[config.mk]
export PLATFORM = sky130hd
export DESIGN_NAME = fetch_prefetch_unit
export DESIGN_NICKNAME = d
export VERILOG_FILES = /design/src/rtl/fetch_prefetch_unit_pkg.sv /design/src/rtl/fetch_prefetch_unit_checker.sv /design/src/rtl/fetch_prefetch_unit_sync_fifo.sv /design/src/rtl/fetch_prefetch_unit.sv
export SDC_FILE = /design/constraint.sdc
export NUM_CORES = 1
export LEC_CHECK = 0
export ABC_AREA = 1
export CAP_MARGIN = 20
export CORE_ASPECT_RATIO = 0.9
export CORE_MARGIN = 2
export CORE_UTILIZATION = 40
export DETAILED_ROUTE_END_ITERATION = 6
export DONT_BUFFER_PORTS = 1
export GPL_TIMING_DRIVEN = 1
export PLACE_DENSITY = 0.54
export SYNTH_ARGS = -nofsm -noshare
export SYNTH_HDL_FRONTEND = slang
export SYNTH_SLANG_ARGS = --single-unit
[constraint.sdc]
create_clock -name clk -period 7.4 [get_ports clk]
set_clock_uncertainty 0.2 [all_clocks]
set_input_delay 1.85 -clock clk [delete_from_list [all_inputs] [get_ports clk]]
set_output_delay 1.85 -clock clk [all_outputs]
set_load 0.05 [all_outputs]
[src/rtl/fetch_prefetch_unit_pkg.sv]
// Shared CPU fetch types: buffered instruction entry, reset vector and the
// ibus request/response bundles used by the fetch front end.
package fetch_prefetch_unit_pkg;

    localparam logic [31:0] CPU_RESET_PC = 32'hbfc0_0000;

    typedef struct packed {
        logic [31:0] pc;
        logic [31:0] instr;
    } fetch_entry_t;

    typedef struct packed {
        logic        valid;
        logic [31:0] addr;
    } ibus_req_t;

    typedef struct packed {
        logic        addr_ok;
        logic        data_ok;
        logic [31:0] data;
    } ibus_resp_t;

    function automatic logic [31:0] word_align(input logic [31:0] addr);
        return addr & 32'hffff_fffc;
    endfunction

endpackage

[src/rtl/fetch_prefetch_unit_checker.sv]
// Invariants of the fetch front end: credit accounting must keep the
// instruction buffer and in-flight PC queue from overflowing.
module fetch_prefetch_unit_checker #(
    parameter int unsigned OW = 2
) (
    input logic          clk,
    input logic          resetn,
    input logic          i_buf_overflow,
    input logic          i_pcq_overflow,
    input logic          i_resp_underflow,
    input logic [OW-1:0] i_pcq_count,
    input logic [OW-1:0] i_outstanding
);
    a_buf_no_overflow: assert property (@(posedge clk) disable iff (!resetn) !i_buf_overflow);
    a_pcq_no_overflow: assert property (@(posedge clk) disable iff (!resetn) !i_pcq_overflow);
    a_no_stray_resp:   assert property (@(posedge clk) disable iff (!resetn) !i_resp_underflow);
    a_pcq_tracks:      assert property (@(posedge clk) disable iff (!resetn) i_pcq_count == i_outstanding);
endmodule

[src/rtl/fetch_prefetch_unit_sync_fifo.sv]
// Synchronous FIFO with flush; depth need not be a power of two.
// Same-cycle push and pop are accepted when full.
module sync_fifo #(
    parameter int unsigned WIDTH = 32,
    parameter int unsigned DEPTH = 4
) (
    input  logic                       clk,
    input  logic                       resetn,
    input  logic                       i_flush,
    input  logic                       i_push,
    input  logic [WIDTH-1:0]           i_wdata,
    input  logic                       i_pop,
    output logic [WIDTH-1:0]           o_rdata,
    output logic                       o_empty,
    output logic [$clog2(DEPTH+1)-1:0] o_count,
    output logic                       o_overflow
);
    localparam int unsigned AW = (DEPTH > 1) ? $clog2(DEPTH) : 1;
    localparam int unsigned CW = $clog2(DEPTH + 1);

    logic [WIDTH-1:0] r_mem [DEPTH];
    logic [AW-1:0]    r_wr;
    logic [AW-1:0]    r_rd;
    logic [CW-1:0]    r_count;
    logic             w_full;
    logic             w_push;
    logic             w_pop;

    function automatic logic [AW-1:0] ptr_next(input logic [AW-1:0] ptr);
        return (ptr == AW'(DEPTH - 1)) ? {AW{1'b0}} : ptr + AW'(1);
    endfunction

    assign w_full     = (r_count == CW'(DEPTH));
    assign o_empty    = (r_count == {CW{1'b0}});
    assign w_pop      = i_pop & ~o_empty & ~i_flush;
    assign w_push     = i_push & ~i_flush & (~w_full | w_pop);
    assign o_overflow = i_push & ~i_flush & w_full & ~w_pop;
    assign o_rdata    = r_mem[r_rd];
    assign o_count    = r_count;

    // Pointer and occupancy bookkeeping; flush empties the queue in one cycle.
    always_ff @(posedge clk) begin
        if (!resetn || i_flush) begin
            r_wr    <= {AW{1'b0}};
            r_rd    <= {AW{1'b0}};
            r_count <= {CW{1'b0}};
        end else begin
            r_wr    <= w_push ? ptr_next(r_wr) : r_wr;
            r_rd    <= w_pop ? ptr_next(r_rd) : r_rd;
            r_count <= r_count + CW'(w_push) - CW'(w_pop);
        end
    end

    // Entry storage.
    always_ff @(posedge clk) begin
        if (w_push) begin
            r_mem[r_wr] <= i_wdata;
        end
    end

endmodule

[src/rtl/fetch_prefetch_unit.sv]
// Pipelined instruction prefetch: issues up to MAX_OUTSTANDING ibus requests,
// buffers up to DEPTH {pc,instr} entries, and discards stale data on redirect.
module fetch_prefetch_unit
    import fetch_prefetch_unit_pkg::*;
#(
    parameter int unsigned DEPTH           = 4,
    parameter int unsigned MAX_OUTSTANDING = 2,
    parameter logic [31:0] RESET_PC        = CPU_RESET_PC
) (
    input  logic        clk,
    input  logic        resetn,
    output logic        ireq_valid,
    output logic [31:0] ireq_addr,
    input  logic        iresp_addr_ok,
    input  logic        iresp_data_ok,
    input  logic [31:0] iresp_data,
    input  logic        redirect_valid,
    input  logic [31:0] redirect_pc,
    output logic        out_valid,
    output logic [31:0] out_pc,
    output logic [31:0] out_instr,
    input  logic        out_ready
);
    localparam int unsigned BW = $clog2(DEPTH + 1);
    localparam int unsigned OW = $clog2(MAX_OUTSTANDING + 1);
    localparam int unsigned CW = BW + 1;
    localparam int unsigned EW = $bits(fetch_entry_t);

    logic [31:0]  r_fetch_pc;
    logic [31:0]  r_hold_addr;
    logic         r_pending;
    logic         r_rdp;
    logic [OW-1:0] r_outstanding;
    logic [OW-1:0] r_discard;

    logic [CW-1:0] w_occ;
    logic          w_req_valid;
    logic          w_acc;
    logic          w_push;
    logic          w_pop;
    logic [OW-1:0] w_out_next;
    logic [OW-1:0] w_discard_dec;
    logic [OW-1:0] w_discard_next;
    logic [BW-1:0] w_buf_count;
    logic          w_buf_empty;
    logic          w_buf_overflow;
    logic [EW-1:0] w_buf_rdata;
    logic [31:0]   w_pcq_rdata;
    logic          w_pcq_empty;
    logic [OW-1:0] w_pcq_count;
    logic          w_pcq_overflow;
    fetch_entry_t  w_head;
    fetch_entry_t  w_new_entry;

    // Credit covers buffered entries plus every in-flight request, so a
    // response we keep always finds a free buffer slot.
    assign w_occ       = CW'(w_buf_count) + CW'(r_outstanding);
    assign w_req_valid = resetn & (r_pending |
                         ((w_occ < CW'(DEPTH)) & (r_outstanding < OW'(MAX_OUTSTANDING))));
    assign ireq_valid  = w_req_valid;
    assign ireq_addr   = r_pending ? r_hold_addr : r_fetch_pc;
    assign w_acc       = w_req_valid & iresp_addr_ok;

    assign w_push = iresp_data_ok & (r_discard == {OW{1'b0}}) & ~redirect_valid;
    assign w_pop  = out_valid & out_ready & ~redirect_valid;

    // Redirect discards everything still in flight after this cycle's
    // accept/response; a held request accepted later adds one more.
    assign w_out_next     = r_outstanding + OW'(w_acc) - OW'(iresp_data_ok);
    assign w_discard_dec  = (iresp_data_ok && (r_discard != {OW{1'b0}})) ? r_discard - OW'(1) : r_discard;
    assign w_discard_next = redirect_valid ? w_out_next : (w_discard_dec + OW'(w_acc & r_rdp));

    // Issue, request-hold and redirect control state.
    always_ff @(posedge clk) begin
        if (!resetn) begin
            r_fetch_pc    <= RESET_PC;
            r_hold_addr   <= 32'h0000_0000;
            r_pending     <= 1'b0;
            r_rdp         <= 1'b0;
            r_outstanding <= {OW{1'b0}};
            r_discard     <= {OW{1'b0}};
        end else begin
            r_pending     <= w_req_valid & ~iresp_addr_ok;
            r_hold_addr   <= (w_req_valid && !iresp_addr_ok) ? ireq_addr : r_hold_addr;
            r_rdp         <= w_req_valid & ~iresp_addr_ok & (r_rdp | redirect_valid);
            r_outstanding <= w_out_next;
            r_discard     <= w_discard_next;
            if (redirect_valid) begin
                r_fetch_pc <= word_align(redirect_pc);
            end else if (w_acc && !r_rdp) begin
                r_fetch_pc <= r_fetch_pc + 32'd4;
            end else begin
                r_fetch_pc <= r_fetch_pc;
            end
        end
    end

    sync_fifo #(.WIDTH(32), .DEPTH(MAX_OUTSTANDING)) u_pc_queue (
        .clk        (clk),
        .resetn     (resetn),
        .i_flush    (1'b0),
        .i_push     (w_acc),
        .i_wdata    (ireq_addr),
        .i_pop      (iresp_data_ok),
        .o_rdata    (w_pcq_rdata),
        .o_empty    (w_pcq_empty),
        .o_count    (w_pcq_count),
        .o_overflow (w_pcq_overflow)
    );

    assign w_new_entry.pc    = w_pcq_rdata;
    assign w_new_entry.instr = iresp_data;

    sync_fifo #(.WIDTH(EW), .DEPTH(DEPTH)) u_instr_buf (
        .clk        (clk),
        .resetn     (resetn),
        .i_flush    (redirect_valid),
        .i_push     (w_push),
        .i_wdata    (w_new_entry),
        .i_pop      (w_pop),
        .o_rdata    (w_buf_rdata),
        .o_empty    (w_buf_empty),
        .o_count    (w_buf_count),
        .o_overflow (w_buf_overflow)
    );

    assign w_head    = w_buf_rdata;
    assign out_valid = ~w_buf_empty;
    assign out_pc    = out_valid ? w_head.pc : 32'h0000_0000;
    assign out_instr = out_valid ? w_head.instr : 32'h0000_0000;

    fetch_prefetch_unit_checker #(.OW(OW)) u_checker (
        .clk              (clk),
        .resetn           (resetn),
        .i_buf_overflow   (w_buf_overflow),
        .i_pcq_overflow   (w_pcq_overflow),
        .i_resp_underflow (iresp_data_ok & w_pcq_empty),
        .i_pcq_count      (w_pcq_count),
        .i_outstanding    (r_outstanding)
    );

endmodule

==> impl_results.md, run 1 <==
- Adder-cell share of the synthesized area: 0.01232
- Non-Filler Cell Area, Final: 19,050 sq um
- Initial antenna violation count: 0
- Synth Area in XOR/XNOR: 0.009355
- Met3 routed WL: 2.832 mm
- Port Buffer Count: 0
- Slew Limit Headroom: 0.1829
- Worst Path Required: 5.35 ns
- Final ANT Viol Nets: 0
- Global placement routability congestion: 0.8609
- Max_cap viols: 0
- Clk buf depth: 3
- Netlist cell types: 38
- First-pass GRT wire length: 61.45 mm
- Largest net degree at the start of global routing: 93
- RSZ-0062 raised after global routing: false
- Most frequent cells in the layout: nor2_1 (336), edfxtp_1 (320), nand2_1 (234), o21ai_0 (175), a21oi_1 (91)
- CTS tree: done
- Startpoint Class: flop
- Post-synthesis mux area share: 0.02138
- Fin. max-slew vios: 0
- Crit share post-route: 0.7366
- Final Hold Fails: 0
- Die area: 43,790 sq um
- Clock Sinks: 402
- Max Freq: 183.5 MHz
- Synth Area in Simple Gates: 0.1574
- Sequential cell area fraction in the yosys report: 0.6676
- Resize count post-CTS: 0
- Core Box Area: 41,660 sq um
- Final min period: 5.451 ns
- DRC: 0
- Synth warn: 0
- Top_reg_cell synth: edfxtp_1
- Drt pass-1 iters: 5
- Cts bufs inserted: 43
- Largest family of logic cells by synthesized area: simple AND/OR/NAND/NOR gates
- Drt total wl: 40.23 mm
- Cell area after synthesis: 16,850 sq um
- Setup Buffers After CTS: 0
- Worst-margin pin slew: 1.229 ns
- Vias in the first global route: 10,640
- Top Ports: 168
- Dpl cells: 2,106
- Synth Area in Compound Gates: 0.09206
- Layout cell share with drive strength beyond 1: 0.1162
- Most common cell after layout, fill and taps aside: nor2_1
- Outcome: completed
- H-tree Lvls: 2
- Worst skew pair latency: 0.56 ns
- Cell area power density: 289.6 nW/um^2
- Met1 wire length: 18.34 mm
- Met2 wire len: 18.36 mm
- Synthesized instance count: 1,589
- EDFF count, synth: 320
- WL per Instance: 18.44 um
- Final nets: 1,690
- GRT overflow: 0
- CTS clk-pin slew, worst paths: 0.06 ns
- # hold bufs at CTS: 0
- Via density per instance: 5.015
- Overall Global Routing Usage: 0.1838
- Syn_nets: 1,675
- VDD IR-drop max: 0.1488 mV
- Lkg Pwr: 6.765 nW
- Avg Synthesized Cell Area: 10.61 sq um
- Starting DRT DRC Count: 643
- Final setup TNS: 0 ns
- Post-synthesis async set-or-reset flop share: 0
- Crit Path Max Fanout: 92
- Root buf cell: clkbuf_16
- Post-synth top area cell: edfxtp_1
- Critical path class: flop to output port
- Post-DP HPWL: 24.36 mm
- Width of the chip: 220.4 um
- Top post-synthesis cells by area: edfxtp_1 (57%), dfxtp_1 (9.7%), nor2_1 (7.6%)
- Row count: 71
- Crit end category: output port
- Initial Util: 0.4045
- # setup viols final: 0
- Die Span Y: 198.7 um
- #FFs+latches synth: 402
- Arr. time, crit path: 3.40 ns
- Top cell type's share of synthesized area: 0.5702
- Synth-to-Final Area Change: 13.02%
- Vias: 10,940
- Layout Cells excl Fill: 2,182
- ANT cells: 0
- Placed Area: 17,620 sq um
- Hold Path Class: flop to flop
- Top Layer Used: met4
## cell families (layout without fill, tap and decap cells)
family	count (synthesis)	in the layout
AOI/OAI and AO/OA	307	307
buffers and inverters	162	208
and+or+nand+nor	652	652
adders and majority gates	16	16
DFF	402	402
muxes	32	32
xor gates and xnor gates	18	18
## through the flow
step / setup slack (ns) / utilization / power [W] / hold WS (ns)
2_1_floorplan: 1.650 / - / 0.003214 / 0.2246
3_3_place_gp: 2.451 / 0.4215 / 0.003377 / 0.2352
3_5_place_dp: 2.477 / 0.4229 / 0.003396 / 0.2366
4_1_cts: 1.865 / 0.4572 / 0.005591 / 0.2505
5_1_grt: 1.676 / 0.4572 / 0.005733 / 0.2719
6_report: 1.949 / 0.4572 / 0.005516 / 0.2511
## per-layer routing
metal | up-vias | track usage
met5 | - | 0
met4 | 0 | 0.05618
met3 | 48 | 0.05061
met2 | 232 | 0.2932
met1 | 5225 | 0.2442
li1 | 5438 | -
## synth_stat cells, types with 2 or more instances
cell,n
a21oi_1,91
buf_1,13
buf_2,29
buf_4,5
clkbuf_1,35
dfxtp_1,82
edfxtp_1,320
ha_1,15
inv_1,70
inv_2,8
mux2_1,3
mux2_2,29
nand2_1,234
nand2_2,6
nand3_1,39
nand3_2,3
nand4_1,3
nor2_1,343
nor2_2,7
nor2_4,4
nor3_1,2
nor3_2,4
o21ai_0,198
o21ai_1,13
or2_2,4
xnor2_1,3
xor2_1,15
## critical path, cell delays in order, from the launching register on
cell	delay, ns
dfxtp_4	0.62
buf_4	0.89
nor2_1	0.11
nor2_1	0.11
o21ai_0	0.09
a21oi_1	0.98
## registers in the layout, summed over array words and instances, names as in the netlist, named ones only
signal               flops
r_rdp                    1
u_pc_queue.r_mem        64
u_instr_buf.r_mem      256
r_pending                1
r_outstanding            2
u_instr_buf.r_rd         2
u_pc_queue.r_wr          1
u_pc_queue.o_count       2
u_instr_buf.o_count      3
r_discard                2
u_instr_buf.r_wr         2
r_fetch_pc              30
u_pc_queue.r_rd          1
r_hold_addr             32
## power breakdown
part           switching [W]  internal [W]  total [W]
clock network       0.000856       0.00132    0.00218
logic               0.000492      0.000181   0.000673
registers          0.0000538       0.00261    0.00267
total                0.00140       0.00411    0.00552
## path summary, 6_finish.rpt
path,from,to,slack (ns),depth (start not counted)
worst max-delay path,flop,out_pc[15],1.95,5
worst min-delay path,u_pc_queue.r_rd$_SDFFE_PN0P_,u_pc_queue.r_rd$_SDFFE_PN0P_,0.25,1
worst max register to register,r_pending$_SDFF_PN0_,u_pc_queue.r_mem[1][28]$_DFFE_PP_,4.04,8
worst min register to register,u_pc_queue.r_rd$_SDFFE_PN0P_,u_pc_queue.r_rd$_SDFFE_PN0P_,0.25,1
## final cells by class
cell class | count | area [sq um]
repair buffers | 54 | 414.1
fillers | 3863 | 22620
clock buffers | 58 | 1215
clock inverters | 18 | 211.5
inverters | 78 | 294.0
well taps | 547 | 684.4
flip-flops and latches | 402 | 11260
multi-input cells | 1025 | 4972
(Power assumes the default switching activity.)
==> run 2, diff against run 1 <==
- clock period: 7.4 -> 5.4 ns (I/O delays scaled with it)
==> run 2 against run 1 <==
  * Sequential power increased by 37%
  * Total power increased by 34%
  * First-iteration DRC count increased by 4.7%
  * Register-to-register slack got worse by 2.0 ns
  * Sequential cell count unchanged
  * Die area unchanged
  * Setup slack got worse by 1.1 ns
  * Design area increased by 1.7%
  * Count of clock-buffer cells in the layout increased by 1
  * Worst hold slack about the same
  * Cell count increased by 2.4%
==> impl_results.md, run 2 (synthesis gave the netlist of run 1 again) <==
- Outcome: completed
- H-tree Lvls: 2 (unchanged)
- Placed Area: 18,030 sq um (+2.4%)
- Final ANT Viol Nets: 0 (unchanged)
- CTS tree: done
- Most common cell after layout, fill and taps aside: nor2_1
- Crit end category: output port
- Overall Global Routing Usage: 0.1838 (about the same)
- Row count: 71 (unchanged)
- Dpl cells: 2,159 (+2.5%)
- Vias: 11,020 (+0.73%)
- Largest regs: u_instr_buf.r_mem: 256 flops, u_pc_queue.r_mem: 64 flops, r_hold_addr: 32 flops
- Root buf cell: clkbuf_16
- NetSw: 0.001921 W (+37%)
- Die area: 43,790 sq um (unchanged)
- DRC: 0 (unchanged)
- Vias in the first global route: 10,670 (+0.32%)
- Clk buf depth: 3 (unchanged)
- Switching part of the total: 0.2604 (+0.006239)
- Final Hold Fails: 0 (unchanged)
- Clock Sinks: 402 (unchanged)
- Initial Util: 0.4045 (unchanged)
- First-pass GRT wire length: 61.26 mm (-0.31%)
- # hold bufs at CTS: 0 (unchanged)
- Final min period: 4.572 ns
- Startpoint Class: flop
- Global placement routability congestion: 0.8748 (+1.6%)
- RSZ-0062 raised after global routing: false
- Via density per instance: 4.932 (-1.7%)
- Critical path class: flop to output port
- Worst-margin pin slew: 1.007 ns (-0.2223 ns)
- ANT cells: 0 (unchanged)
- Layout cell share with drive strength beyond 1: 0.1422 (+0.02597)
- Die Span Y: 198.7 um (unchanged)
- Largest net degree at the start of global routing: 87 (-6.5%)
- Clk network pwr share: 0.375 (-0.019)
- Port Buffer Count: 0 (unchanged)
- Cts bufs inserted: 43 (unchanged)
- Drt total wl: 40.18 mm (-0.11%)
- Final setup TNS: 0 ns (unchanged)
- Overall power: 0.007376 W (+34%)
- Max reg flops: 256 (unchanged)
- Initial antenna violation count: 0 (unchanged)
- Width of the chip: 220.4 um (unchanged)
- GRT overflow: 0 (unchanged)
- Worst skew pair latency: 0.56 ns (about the same)
- Setup Buffers After CTS: 0 (unchanged)
- Share of total power in combinational logic: 0.129 (+0.007)
- Worst Path Required: 3.85 ns (-1.50 ns)
- Reg with most FFs: u_instr_buf.r_mem
- VDD IR-drop max: 0.2167 mV (+46%)
- Slew Limit Headroom: 0.3286 (+0.1457)
- Final Core Density: 0.4648 (+0.007688)
- Drt pass-1 iters: 5 (unchanged)
- Top Ports: 168 (unchanged)
- Post-DP HPWL: 24.12 mm (-0.99%)
- Final nets: 1,744 (+3.2%)
- WL per Instance: 17.98 um (-2.5%)
- Power Internal: 0.005455 W (+33%)
- # setup viols final: 0 (unchanged)
- Max_cap viols: 0 (unchanged)
- Most frequent cells in the layout: nor2_1 (336), edfxtp_1 (320), nand2_1 (234), o21ai_0 (175), buf_4 (105)
- Core Box Area: 41,660 sq um (unchanged)
- Sequential share of power: 0.496 (+0.012)
- Fin. max-slew vios: 0 (unchanged)
- Cell area power density: 380.8 nW/um^2 (+32%)
- Hold Path Class: flop to flop
- Lkg Pwr: 7.004 nW (+3.5%)
- Crit Path Max Fanout: 86 (-6.5%)
- Crit share post-route: 0.8467
- Max Freq: 218.7 MHz
- Layout Cells excl Fill: 2,235 (+2.4%)
- Resize count post-CTS: 0 (unchanged)
- CTS clk-pin slew, worst paths: 0.06 ns (about the same)
- Starting DRT DRC Count: 673 (+4.7%)
- Synth-to-Final Area Change: 14.92%
- Arr. time, crit path: 3.02 ns (-0.38 ns)
- Non-Filler Cell Area, Final: 19,370 sq um (+1.7%)
==> run 2: layer usage <==
layer | vias up | part of all wire | global-route usage
li1 | 5549 | - | -
met1 | 5201 | 0.46 | 0.2451
met2 | 225 | 0.46 | 0.2954
met3 | 48 | 0.068 | 0.05306
met4 | 0 | 0.017 | 0.04499
met5 | - | 0 | 0
==> run 2: area by class of cell <==
| cell class | instances | area [sq um] |
|---|---|---|
| Clock buffer | 59 | 1199 |
| Clock inverter | 16 | 113.9 |
| Fill cell | 3812 | 22300 |
| Inverter | 78 | 294.0 |
| Multi-Input combinational cell | 1025 | 4972 |
| Sequential cell | 402 | 11260 |
| Tap cell | 547 | 684.4 |
| Timing Repair Buffer | 108 | 848.3 |
==> run 2: worst max-delay path, cell delays in order, from the launching register on <==
cell	delay [ns]
dfxtp_4	0.69
buf_4	0.80
nor2_1	0.11
nor2_1	0.12
o21ai_0	0.12
a21oi_1	0.30
buf_4	0.26
==> run 2: through the flow <==
stage / setup slack [ns] / hold slack [ns]
after floorplan: 0.1498 / 0.2246
after global placement: 1.330 / 0.2340
after detailed placement: 1.302 / 0.2376
after global routing: 0.5561 / 0.2697
after CTS: 0.7037 / 0.2471
final: 0.8280 / 0.2514
==> run 2: path summary, 6_finish.rpt <==
path | from | to | slack (ns) | cells after the start
hold / removal | u_pc_queue.r_rd$_SDFFE_PN0P_ | flop | 0.25 | 1
setup reg to reg | r_pending$_SDFF_PN0_ | u_pc_queue.r_mem[1][26]$_DFFE_PP_ | 2.04 | 7
hold reg to reg | u_pc_queue.r_rd$_SDFFE_PN0P_ | flop | 0.25 | 1
setup / recovery | flop | out_pc[18] | 0.83 | 6
==> run 2: power groups by stage <==
| stage | Sequential (W) | Combinational, W | Clock [W] |
|---|---|---|---|
| 5_1_grt | 0.00367 | 0.00105 | 0.00297 |
| 2_1_floorplan | 0.00370 | 0.000700 | 0 |
| 3_3_place_gp | 0.00372 | 0.000941 | 0 |
| 6_report | 0.00366 | 0.000954 | 0.00276 |
| 4_1_cts | 0.00366 | 0.000962 | 0.00284 |
| 3_5_place_dp | 0.00372 | 0.000956 | 0 |
==> run 3, diff against run 2 <==
- PLACE_DENSITY: 0.54 -> 0.56
- clock period: 5.4 -> 4 ns (I/O delays scaled with it)
==> run 3 against run 2 <==
  * Setup slack worse by 0.46 ns
  * Largest cell class unchanged
  * Routed wire length down 0.92%
  * Worst hold slack better by 0.0013 ns
  * Design area up 1.0%
  * Sequential power up 35%
==> impl_results.md, run 3 (synthesis gave the netlist of run 1 again) <==
- Outcome: completed
- Power Internal: 0.007434 W (+36%)
- Core Box Area: 41,660 sq um (unchanged)
- Crit Path Max Fanout: 30 (-65%)
- First-pass GRT wire length: 60.25 mm (-1.6%)
- ANT cells: 0 (unchanged)
- Root buf cell: clkbuf_16
- Hold endpoint: r_hold_addr[11]$_SDFFE_PN0P_
- Final ANT Viol Nets: 0 (unchanged)
- Hold path startpoint: r_hold_addr[11]$_SDFFE_PN0P_
- Drt total wl: 39.82 mm (-0.92%)
- CTS clk-pin slew, worst paths: 0.06 ns (about the same)
- Die area: 43,790 sq um (unchanged)
- Post-DP HPWL: 24.37 mm (+1.0%)
- Vias: 11,210 (+1.7%)
- Worst Path Required: 2.80 ns (-1.05 ns)
- Critical Path, Cell by Cell: clkinv_2 -> buf_4 -> nor2_1 -> o21ai_0 -> a21oi_1 -> buf_4
- Overall Global Routing Usage: 0.1804 (-0.003413)
- CTS tree: done
- FILL cells: 3,803 (-0.24%)
- Most common cell after layout, fill and taps aside: nor2_1
- VDD IR-drop max: 0.3883 mV (+79%)
- Initial Util: 0.4045 (unchanged)
- Max reg flops: 256 (unchanged)
- Most frequent CP cell: buf_4
- Top Ports: 168 (unchanged)
- Cell area power density: 513.2 nW/um^2 (+35%)
- Post-Place Worst Slack: 0.9083 ns (-0.3938 ns)
- Layout cell share with drive strength beyond 1: 0.1495 (+0.007292)
- Clock Sinks: 402 (unchanged)
- GRT overflow: 0 (unchanged)
- Critical path class: flop to output port
- NetSw: 0.002610 W (+36%)
- Final nets: 1,761 (+0.97%)
- Reg2Reg Setup Slack: 1.33 ns (-0.71 ns)
- Worst skew pair latency: 0.56 ns (about the same)
- Most frequent cells in the layout: nor2_1 (336), edfxtp_1 (320), nand2_1 (234), o21ai_0 (175), buf_4 (103)
- # setup viols final: 0 (unchanged)
- H-tree Lvls: 2 (unchanged)
- # hold bufs at CTS: 0 (unchanged)
- DRC: 0 (unchanged)
- Worst-case reg-to-reg path depth: 11 (+4)
- Row count: 71 (unchanged)
- Slowest cell on crit path: clkinv_2
- Cts bufs inserted: 44 (+2.3%)
- Starting DRT DRC Count: 723 (+7.4%)
- Drt pass-1 iters: 7 (+2)
- Largest net degree at the start of global routing: 67 (-23%)
- Startpoint Class: flop
- WL per Instance: 17.67 um (-1.7%)
- Slew Limit Headroom: 0.2364 (-0.09216)
- Crit end category: output port
- Largest regs: u_instr_buf.r_mem: 256 flops, u_pc_queue.r_mem: 64 flops, r_hold_addr: 32 flops
- Clk network pwr share: 0.378 (+0.003)
- Hold Path Class: flop to flop
- Crit share post-route: 0.9083
- RSZ-0062 raised after global routing: false
- Width of the chip: 220.4 um (unchanged)
- Largest stage delay on the critical path: 0.44 ns (-0.36 ns)
- Vias in the first global route: 10,700 (+0.25%)
- Final Hold Fails: 0 (unchanged)
- Resize count post-CTS: 0 (unchanged)
- Setup WS post-layout: 0.3669 ns (-0.4611 ns)
- Initial antenna violation count: 0 (unchanged)
- Clk buf depth: 3 (unchanged)
- Reg2reg end: u_instr_buf.o_count[2]$_SDFF_PP0_
- Fin. max-slew vios: 0 (unchanged)
- Reg with most FFs: u_instr_buf.r_mem
- Final min period: 3.633 ns
- Share of total power in combinational logic: 0.131 (+0.002)
- Overall power: 0.01004 W (+36%)
- Switching part of the total: 0.2598 (-0.0005632)
- Arr. time, crit path: 2.43 ns (-0.59 ns)
- Worst-margin pin slew: 1.138 ns (+0.1306 ns)
- Hold depth: 2 (+1)
- Synth-to-Final Area Change: 16.13%
- Max_cap viols: 0 (unchanged)
- Port Buffer Count: 0 (unchanged)
- Lkg Pwr: 7.117 nW (+1.6%)
- Sequential share of power: 0.491 (-0.005)
- Global placement routability congestion: 0.9044 (+3.4%)
- Die Span Y: 198.7 um (unchanged)
- Via density per instance: 4.976 (+0.90%)
- Setup Buffers After CTS: 0 (unchanged)
- Final Core Density: 0.4697 (+0.004865)
- Max Freq: 275.2 MHz
- Reg2reg start: u_instr_buf.o_count[1]$_SDFF_PP0_
==> run 3: cell types whose count changed in the layout (fill, tap and decap cells not counted), sizes merged <==
| cell | previous run | this run |
|---|---|---|
| clkinvlp | 3 | 1 |
| bufinv | 1 | 2 |
| inv | 77 | 79 |
| buf | 108 | 116 |
| clkbuf | 59 | 63 |
| clkinv | 13 | 18 |
==> run 3: how the worst max path moves through the flow <==
stage                   start                                 to  slack, ns  cells past startpoint
3_3_place_gp             flop                         out_pc[22]       0.91                      6
5_1_grt                  flop                      out_instr[12]       0.14                      6
3_5_place_dp        out_ready  u_instr_buf.o_count[2]$_SDFF_PP0_       0.91                      9
2_1_floorplan  redirect_valid  u_instr_buf.r_mem[0][0]$_DFFE_PP_      -0.90                      5
4_1_cts                  flop                         out_pc[22]       0.30                      6
6_report                 flop                      out_instr[12]       0.37                      6
==> run 3: layout make-up <==
| cell class | count | area, sq um | share of cell area |
|---|---|---|---|
| Tap cell | 547 | 684.4 | 0.03497 |
| Inverter | 78 | 294.0 | 0.01502 |
| Timing Repair Buffer | 124 | 1020 | 0.05211 |
| Clock inverter | 22 | 170.2 | 0.008695 |
| Clock buffer | 55 | 1174 | 0.05997 |
| Sequential cell | 402 | 11260 | 0.5752 |
| Multi-Input combinational cell | 1025 | 4972 | 0.2541 |
==> run 3: layer usage <==
layer,share of wire,up-vias,GRT usage
li1,-,5572,-
met1,0.45,5334,0.2384
met2,0.46,253,0.2926
met3,0.073,53,0.05153
met4,0.018,0,0.04474
met5,0,-,0
==> run 3: per-stage QoR <==
| step | TNS (ns) | hold slack [ns] | instances | area, sq um |
|---|---|---|---|---|
| after global placement | 0 | 0.2337 | 2163 | 18140 |
| after detailed placement | 0 | 0.2411 | 2163 | 18140 |
| after global routing | 0 | 0.2714 | 2253 | 19570 |
| after floorplan | -230.45 | 0.2246 | 1589 | 16850 |
| final | 0 | 0.2526 | 2253 | 19570 |
| after CTS | 0 | 0.2509 | 2240 | 19480 |
==> run 3: power groups by stage <==
stage	Clock, W	Combinational (W)	Sequential [W]
global route	0.00406	0.00144	0.00495
floorplan	0	0.000945	0.00500
CTS	0.00390	0.00131	0.00493
finish	0.00379	0.00132	0.00493
detailed placement	0	0.00131	0.00502
global placement	0	0.00129	0.00501
==> run 3: worst max-delay path, delay by kind of cell, from the launching register on <==
family / cells / cell delay, ns
buffers and inverters: 3 / 1.12
AND/OR/NAND/NOR: 1 / 0.12
flip-flops: 1 / 0.33
AO/OA/AOI/OAI: 2 / 0.29
